--- src/rtl/cpu_pkg.sv ---
// cpu_pkg: shared encodings for the CPU control interface
package cpu_pkg;
  localparam logic [1:0] PS_HOLD = 2'b00;
  localparam logic [1:0] PS_INC  = 2'b01;
  localparam logic [1:0] PS_BR   = 2'b10;
  localparam logic [1:0] PS_RET  = 2'b11;
  localparam logic ST_FETCH = 1'b0;
  localparam logic ST_EXEC  = 1'b1;
  localparam logic [3:0] OP_LDI  = 4'h8;
  localparam logic [3:0] OP_ADI  = 4'h9;
  localparam logic [3:0] OP_LD   = 4'hA;
  localparam logic [3:0] OP_ST   = 4'hB;
  localparam logic [3:0] OP_BRZ  = 4'hC;
  localparam logic [3:0] OP_JMP  = 4'hD;
  localparam logic [3:0] OP_CALL = 4'hE;
  localparam logic [3:0] OP_EOE  = 4'hF;
  localparam logic [3:0] EOE_HALT = 4'hF;
  localparam int OPC_HI = 15;
  localparam int OPC_LO = 12;
  localparam int DR_HI  = 11;
  localparam int DR_LO  = 8;
  localparam int SA_HI  = 7;
  localparam int SA_LO  = 4;
  localparam int SB_HI  = 3;
  localparam int SB_LO  = 0;
  localparam int OFS_HI = 7;
  localparam int OFS_LO = 0;
endpackage

--- src/rtl/pc_next_mux.sv ---
// pc_next_mux: next-PC and link-write selection for the EXECUTE step
module pc_next_mux import cpu_pkg::*; #(
  parameter int PC_WIDTH = 8
) (
  input  logic [PC_WIDTH-1:0] pc_i,
  input  logic [PC_WIDTH-1:0] offset_i,
  input  logic [PC_WIDTH-1:0] link_i,
  input  logic [1:0]          ps_i,
  input  logic                mp_i,
  output logic [PC_WIDTH-1:0] pc_next_o,
  output logic [PC_WIDTH-1:0] link_next_o,
  output logic                link_we_o
);
  logic [PC_WIDTH-1:0] pc_inc;
  logic [PC_WIDTH-1:0] pc_rel;
  assign pc_inc = pc_i + PC_WIDTH'(1);
  assign pc_rel = pc_i + offset_i;
  assign link_next_o = pc_inc;
  assign link_we_o = mp_i;
  // a call jumps relative regardless of PS; otherwise PS picks the source
  always_comb
    pc_next_o = (mp_i || ps_i == PS_BR) ? pc_rel :
                (ps_i == PS_INC)        ? pc_inc :
                (ps_i == PS_RET)        ? link_i : pc_i;
endmodule

--- src/rtl/instr_sequencer.sv ---
// instr_sequencer: fetch/execute state, PC, IR and link register for the CPU
module instr_sequencer import cpu_pkg::*; #(
  parameter int PC_WIDTH = 8,
  parameter int IW = 16
) (
  input  logic                clk,
  input  logic                rst,
  input  logic                run,
  input  logic [IW-1:0]       imem_data,
  input  logic [1:0]          PS,
  input  logic                IL,
  input  logic                MP,
  output logic [PC_WIDTH-1:0] imem_addr,
  output logic [PC_WIDTH-1:0] pc,
  output logic                state,
  output logic [3:0]          opcode,
  output logic [3:0]          eoe,
  output logic [3:0]          dr,
  output logic [3:0]          sa,
  output logic [3:0]          sb,
  output logic [IW-1:0]       imm,
  output logic [PC_WIDTH-1:0] offset,
  output logic [PC_WIDTH-1:0] link_pc,
  output logic                halted
);
  logic                state_q, state_d;
  logic [PC_WIDTH-1:0] pc_q, pc_d, link_q, link_d, pc_nx, link_nx;
  logic [IW-1:0]       ir_q, ir_d;
  logic                halted_q, halted_d, link_we, fetch_go, exec;
  assign exec     = state_q == ST_EXEC;
  assign fetch_go = state_q == ST_FETCH && run && IL && !halted_q;
  assign opcode   = ir_q[OPC_HI:OPC_LO];
  assign eoe      = ir_q[DR_HI:DR_LO];
  assign dr       = ir_q[DR_HI:DR_LO];
  assign sa       = ir_q[SA_HI:SA_LO];
  assign sb       = ir_q[SB_HI:SB_LO];
  assign imm      = IW'(ir_q[SB_HI:SB_LO]);
  assign offset   = PC_WIDTH'($signed(ir_q[OFS_HI:OFS_LO]));
  assign pc        = pc_q;
  assign imem_addr = pc_q;
  assign state     = state_q;
  assign link_pc   = link_q;
  assign halted    = halted_q;
  pc_next_mux #(.PC_WIDTH(PC_WIDTH)) u_mux (
    .pc_i(pc_q), .offset_i(offset), .link_i(link_q), .ps_i(PS), .mp_i(MP),
    .pc_next_o(pc_nx), .link_next_o(link_nx), .link_we_o(link_we)
  );
  // EXECUTE always returns to FETCH; FETCH advances only on a load while not halted
  always_comb begin
    state_d  = fetch_go ? ST_EXEC : ST_FETCH;
    ir_d     = fetch_go ? imem_data : ir_q;
    pc_d     = exec ? pc_nx : pc_q;
    link_d   = (exec && link_we) ? link_nx : link_q;
    halted_d = halted_q || (exec && opcode == OP_EOE && eoe == EOE_HALT);
  end
  // sequencer registers, cleared asynchronously
  always_ff @(posedge clk or posedge rst)
    if (rst) begin
      state_q  <= ST_FETCH;
      pc_q     <= '0;
      ir_q     <= '0;
      link_q   <= '0;
      halted_q <= 1'b0;
    end else begin
      state_q  <= state_d;
      pc_q     <= pc_d;
      ir_q     <= ir_d;
      link_q   <= link_d;
      halted_q <= halted_d;
    end
endmodule

--- config.mk ---
export PLATFORM = sky130hd
export DESIGN_NAME = instr_sequencer
export DESIGN_NICKNAME = d
export VERILOG_FILES = /design/src/rtl/cpu_pkg.sv /design/src/rtl/pc_next_mux.sv /design/src/rtl/instr_sequencer.sv
export SDC_FILE = /design/constraint.sdc
export NUM_CORES = 1
export LEC_CHECK = 0
export ABC_AREA = 1
export BUFFER_PORTS_ARGS = -buffer_cell sky130_fd_sc_hd__buf_2
export CAP_MARGIN = 5
export CORE_MARGIN = 3
export CORE_UTILIZATION = 52
export DETAILED_ROUTE_END_ITERATION = 10
export PLACE_DENSITY = 0.83
export SLEW_MARGIN = 5
export SYNTH_ARGS = -nofsm -noshare
export SYNTH_HDL_FRONTEND = slang
export SYNTH_SLANG_ARGS = --single-unit
--- constraint.sdc ---
create_clock -name clk -period 3.42 [get_ports clk]
set_input_delay 0.342 -clock clk [delete_from_list [all_inputs] [get_ports clk]]
set_output_delay 0.342 -clock clk [all_outputs]
set_load 0.01 [all_outputs]
### Word level (Yosys, flattened, before mapping)

Index checks and enable logic that the tools add are counted.

* add/sub/neg operators: 2
* equality and inequality tests: 5
* multiplexer cells: 4
* bitwise gates (word level): 1
* reduce and logical (&&, ||, !) cells: 11

Operators with widths (number)
* $mux 8: 3
* $add 8x1->8 const B: 1
* $add 8x8->8: 1
* $eq 4x4->1 const B: 2
* $logic_and 1x1->1: 6
* $eq 2x2->1 const B: 2
* $reduce_bool 3->1: 1
* $eq 2x1->1 const B: 1
* $logic_or 1x1->1: 2
* $reduce_and 2->1: 1
* $logic_not 1->1: 1
* $mux 1: 1
* $not 1->1: 1

* register bits: 34
* output and inout bits: 70
* logic and storage cells: 28

### Logic depth before layout (Yosys ltp)

* depth after elaboration: 5
* gate-level depth with buffers: 11
* mapped depth without buffers: 11

### By module

Synthesis repeated with hierarchy kept, for this count alone.

* cells, all modules: 340
* area total of the unflattened synthesis: 2447.3 sq um

By module, submodules not included
* instr_sequencer: times used 1, cells an instance 190, area an instance 1660.3 sq um
* pc_next_mux: times used 1, cells an instance 150, area an instance 787.0 sq um

### Worst setup path before layout

Ideal clock, no wire load.

* path type: register to register
* start: register pc_q[0], in the netlist imem_addr[0]
* end: register pc_q[6], in the netlist imem_addr[6]
* arrival: 1.605 ns
* slack: 1.737 ns
* cell stages (with the launch flop): 11
* buffers on the path: 0
* path through: dfrtp_1 > ha_1 > inv_1 > fa_1 > inv_1 > nand2_1 > nand2_1 > nand3b_1 > nand3_1 > nand3_1 > a21oi_1

* cells in the longest elaborated chain, start to end: 3
* elaborated cells between the ends (all ways): 4
* classes of those cells: add/sub (2); mux (2)

RTL lines
* from (decl): RTL line instr_sequencer.sv:27 `logic [PC_WIDTH-1:0] pc_q, pc_d, link_q, link_d, pc_nx, link_nx;`
* from (signal assigned): RTL line instr_sequencer.sv:66 `pc_q <= pc_d;`
* $add 8x1->8: RTL line pc_next_mux.sv:16 `assign pc_inc = pc_i + PC_WIDTH'(1);`
* $mux 8: RTL line pc_next_mux.sv:23 `(ps_i == PS_INC) ? pc_inc :`
* $mux 8 *: RTL line pc_next_mux.sv:22 `pc_next_o = (mp_i || ps_i == PS_BR) ? pc_rel :`

Mark *: on every way between the ends. The rest lies on a longest branch, timed or not.
A chain may end at the register's enable or synchronous reset.

### Worst setup path in the final report

* start: register state_q, in the netlist state
* end: register ir_q[9]

* cells in the longest elaborated chain, start to end: 4

RTL lines
* from (decl): RTL line instr_sequencer.sv:26 `logic state_q, state_d;`
* from (signal assigned): RTL line instr_sequencer.sv:65 `state_q <= state_d;`
* $not 1->1: RTL line instr_sequencer.sv:31 `assign fetch_go = state_q == ST_FETCH && run && IL && !halted_q;`
* $logic_and 1x1->1 (3 in a row): RTL line instr_sequencer.sv:31
* to (signal assigned): RTL line instr_sequencer.sv:67 `ir_q <= ir_d;`
* to (decl): RTL line instr_sequencer.sv:28 `logic [IW-1:0] ir_q, ir_d;`

No other way between the ends.

==> reports/qor.txt <==
ratio of cells with drive above 1 in the final layout = 29.1%
Switch Pwr = 0.000765 W
internal power = 0.000993 W
Die W = 71.7 um
final instance area = 2540 sq um
most frequent CP cell = inv_1
Clock Latency Late Sink = 0.28 ns
register share of total power = 36.9%
top sig layer = met4
CP endpoint kind = flip-flop
Final ANT Viol Nets = 0
Global Route Usage Sum = 19.6%
WL/cell = 11.9 um
drt first pass iters = 4
vias in the first global route = 1803
Leakage = 1.43 nW
Nets = 382
hold_buf cts = 0
synth-to-layout area growth = 13.3%
buffer and inverter count on the worst path = 2
via count = 1980
CP top delay family = buffers and inverters
die area = 5150 sq um
cell count after synthesis = 292
Synth Cell Area = 2250 sq um
initial cell density of the core = 55.0%
Critical Path Max Stage Delay = 0.62 ns
largest net degree at the start of global routing = 26
Fmax = 530 MHz
area of the multi-input gates = 1030 sq um
Crit-path slowest cell = inv_1
post-DP HPWL = 3730 um
pwr dens = 691 nW/um^2
Placed Cells = 393
GP Congestion = 0.904
Inserted Clock Buffers = 5
crit path max fanout = 20
Worst EP required = 3.57 ns
RSZ-0062 raised after global routing = false
Final Hold Viols = 0
first-pass GRT wire length = 8020 um
Clk network pwr share = 16.8%
num ports = 93
CP Cell Sequence = inv_1 > nand4_1 > inv_1 > o21ai_0
antenna violations before repair = 0
synthesized flop and latch total = 34
Seq/Total Area, Yosys = 37.9%
CP Launch Type = flip-flop
setup TNS = 0 ns
min Tclk post-route = 1.89 ns
DRC Markers = 0
final max-slew violation count = 0
Comb pwr share = 46.4%
CTS tree = built
Finished Layout Cells = 401
clk buf depth = 2
core area = 4090 sq um
# Post-CTS Setup Buffers = 0
distinct cell type count after synthesis = 33
clock sinks = 34
final setup fails = 0
sw frac = 43.5%
deepest level of the CTS H-tree = 2
metal3 WL = 421 um
std cell rows = 23
met2 WL = 2290 um
Iter 0 DRT Violations = 170
Tightest Pin Transition = 0.967 ns
status = finished, final reports clean
Syn Area/Cell = 7.70 sq um
chip height = 71.7 um
grt ovf = 0
Ant. Diodes = 0
WP data arrival = 2.04 ns
Post-DP Area = 2450 sq um
final period utilization = 55.2%
Clock transition at path regs = 0.08 ns
vias per cell = 4.94
CTS Root Cell = clkbuf_8
# resized after CTS = 0
Ys Warns = 0
worst min path class = in2reg
Max-Cap Viols = 0
storage element area = 851 sq um
crit path kind = reg2reg
wl on met1 = 2000 um
Slew headroom = 35.5%
IO buf count = 80
VDD IR-drop max = 0.000376 V
DRT Wirelength = 4770 um
clk_skew = 0.00744 ns
# fillers = 406
cell type report:
type	count	share of cell area, %
Inverter	28	4.23
Clock buffer	5	2.70
Multi-Input combinational cell	200	40.3
Clock inverter	3	0.836
Timing Repair Buffer	81	16.0
Sequential cell	34	33.4
Tap cell	50	2.46
registers in the layout (all words and copies together) (netlist names):
name	cells
halted	1
ir_q	16
link_pc	8
imem_addr	8
state	1
layout by cell type, fill, tap and decap left out, types with 3 or more instances in the layout:
| cell | n |
|---|---|
| a31oi_1 | 3 |
| inv_2 | 3 |
| xnor2_1 | 3 |
| ha_1 | 8 |
| o21ai_0 | 7 |
| a21oi_1 | 7 |
| nand3b_1 | 3 |
| nand2_1 | 86 |
| dfrtp_1 | 34 |
| buf_2 | 80 |
| conb_1 | 12 |
| nand3_1 | 18 |
| o21ai_1 | 5 |
| nor2_1 | 28 |
| clkbuf_8 | 5 |
| inv_1 | 24 |
power groups by stage:
stage,clock network (W),registers (W),logic (W)
2_1_floorplan,0,0.000680,0.000599
3_3_place_gp,0,0.000650,0.000795
3_5_place_dp,0,0.000658,0.000817
4_1_cts,0.000300,0.000649,0.000823
5_1_grt,0.000319,0.000672,0.000933
6_report,0.000295,0.000648,0.000815
through the flow:
stage               setup slack (ns)  total power (W)  hold slack (ns)  utilization [%]
floorplan                       1.74          0.00128            0.452                -
global placement                1.57          0.00145            0.474             60.1
detailed placement              1.54          0.00147            0.476             60.1
CTS                             1.52          0.00177            0.243             62.3
global route                    1.33          0.00192            0.256             62.3
finish                          1.53          0.00176            0.246             62.3
cells by family (layout without fill, tap and decap cells):
kind of cell    after synthesis  in the layout  share of synthesized area [%]
simple gates                142            142                           26.2
compound gates               33             33                           10.5
buf+inv                      69            117                           18.3
xor+xnor                      4              4                           1.56
flops                        34             34                           37.9
other cells                   1             12                          0.167
fa+ha+maj                     9              9                           5.35
worst register-to-register path, delay by kind of cell, from the launching register on:
kind                   cells  cell delay [ns]
AO/OA/AOI/OAI              1             0.15
buffers and inverters      2             0.71
AND/OR/NAND/NOR            1             0.43
flip-flops                 1             0.47
routing by layer:
metal,global-route usage [%],vias to the layer above
li1,-,1002
met5,0,-
met4,4.38,0
met1,23.9,889
met3,4.77,6
met2,34.7,83
synth_stat cells:
cell type  number  share of area, %
nand3b_1        3               1.0
o211ai_1        2              0.67
o21ai_0         7               1.6
inv_1          24               4.0
a31oi_2         2               1.1
o21ai_1         5               1.1
inv_2           3              0.50
nand3_1        18               4.0
a21oi_4         1              0.72
xor2_1          1              0.39
fa_1            1              0.89
a31oi_1         3              0.84
nand2_1        86                14
dfrtp_1        34                38
o211ai_2        1              0.56
nor2_4          1              0.50
a21o_1          1              0.33
buf_4          37                12
o41ai_1         1              0.39
xnor2_1         3               1.2
nor2_1         28               4.7
o31ai_4         1              0.95
buf_6           1              0.50
ha_1            8               4.5
nor2_2          2              0.56
buf_2           3              0.67
a22oi_1         1              0.33
nand4_1         2              0.56
or2_1           2              0.56
a21oi_2         1              0.39
a21oi_1         7               1.6
conb_1          1              0.17
inv_4           1              0.28
path summary, 6_finish.rpt:
check | end | slack, ns | cells after the start | from
max in group asynchronous | ir_q[3]$_DFFE_PP0P_ | 2.45 | 3 | rst
min reg2reg | halted$_DFF_PP0_ | 0.49 | 2 | halted$_DFF_PP0_
max reg2reg | ir_q[9]$_DFFE_PP0P_ | 1.53 | 4 | state$_DFF_PP0_
min | ir_q[12]$_DFFE_PP0P_ | 0.25 | 3 | imem_data[12]
max | ir_q[9]$_DFFE_PP0P_ | 1.53 | 4 | state$_DFF_PP0_
min in group asynchronous | ir_q[8]$_DFFE_PP0P_ | 0.27 | 2 | rst
Power figures use the tool's default switching activity.
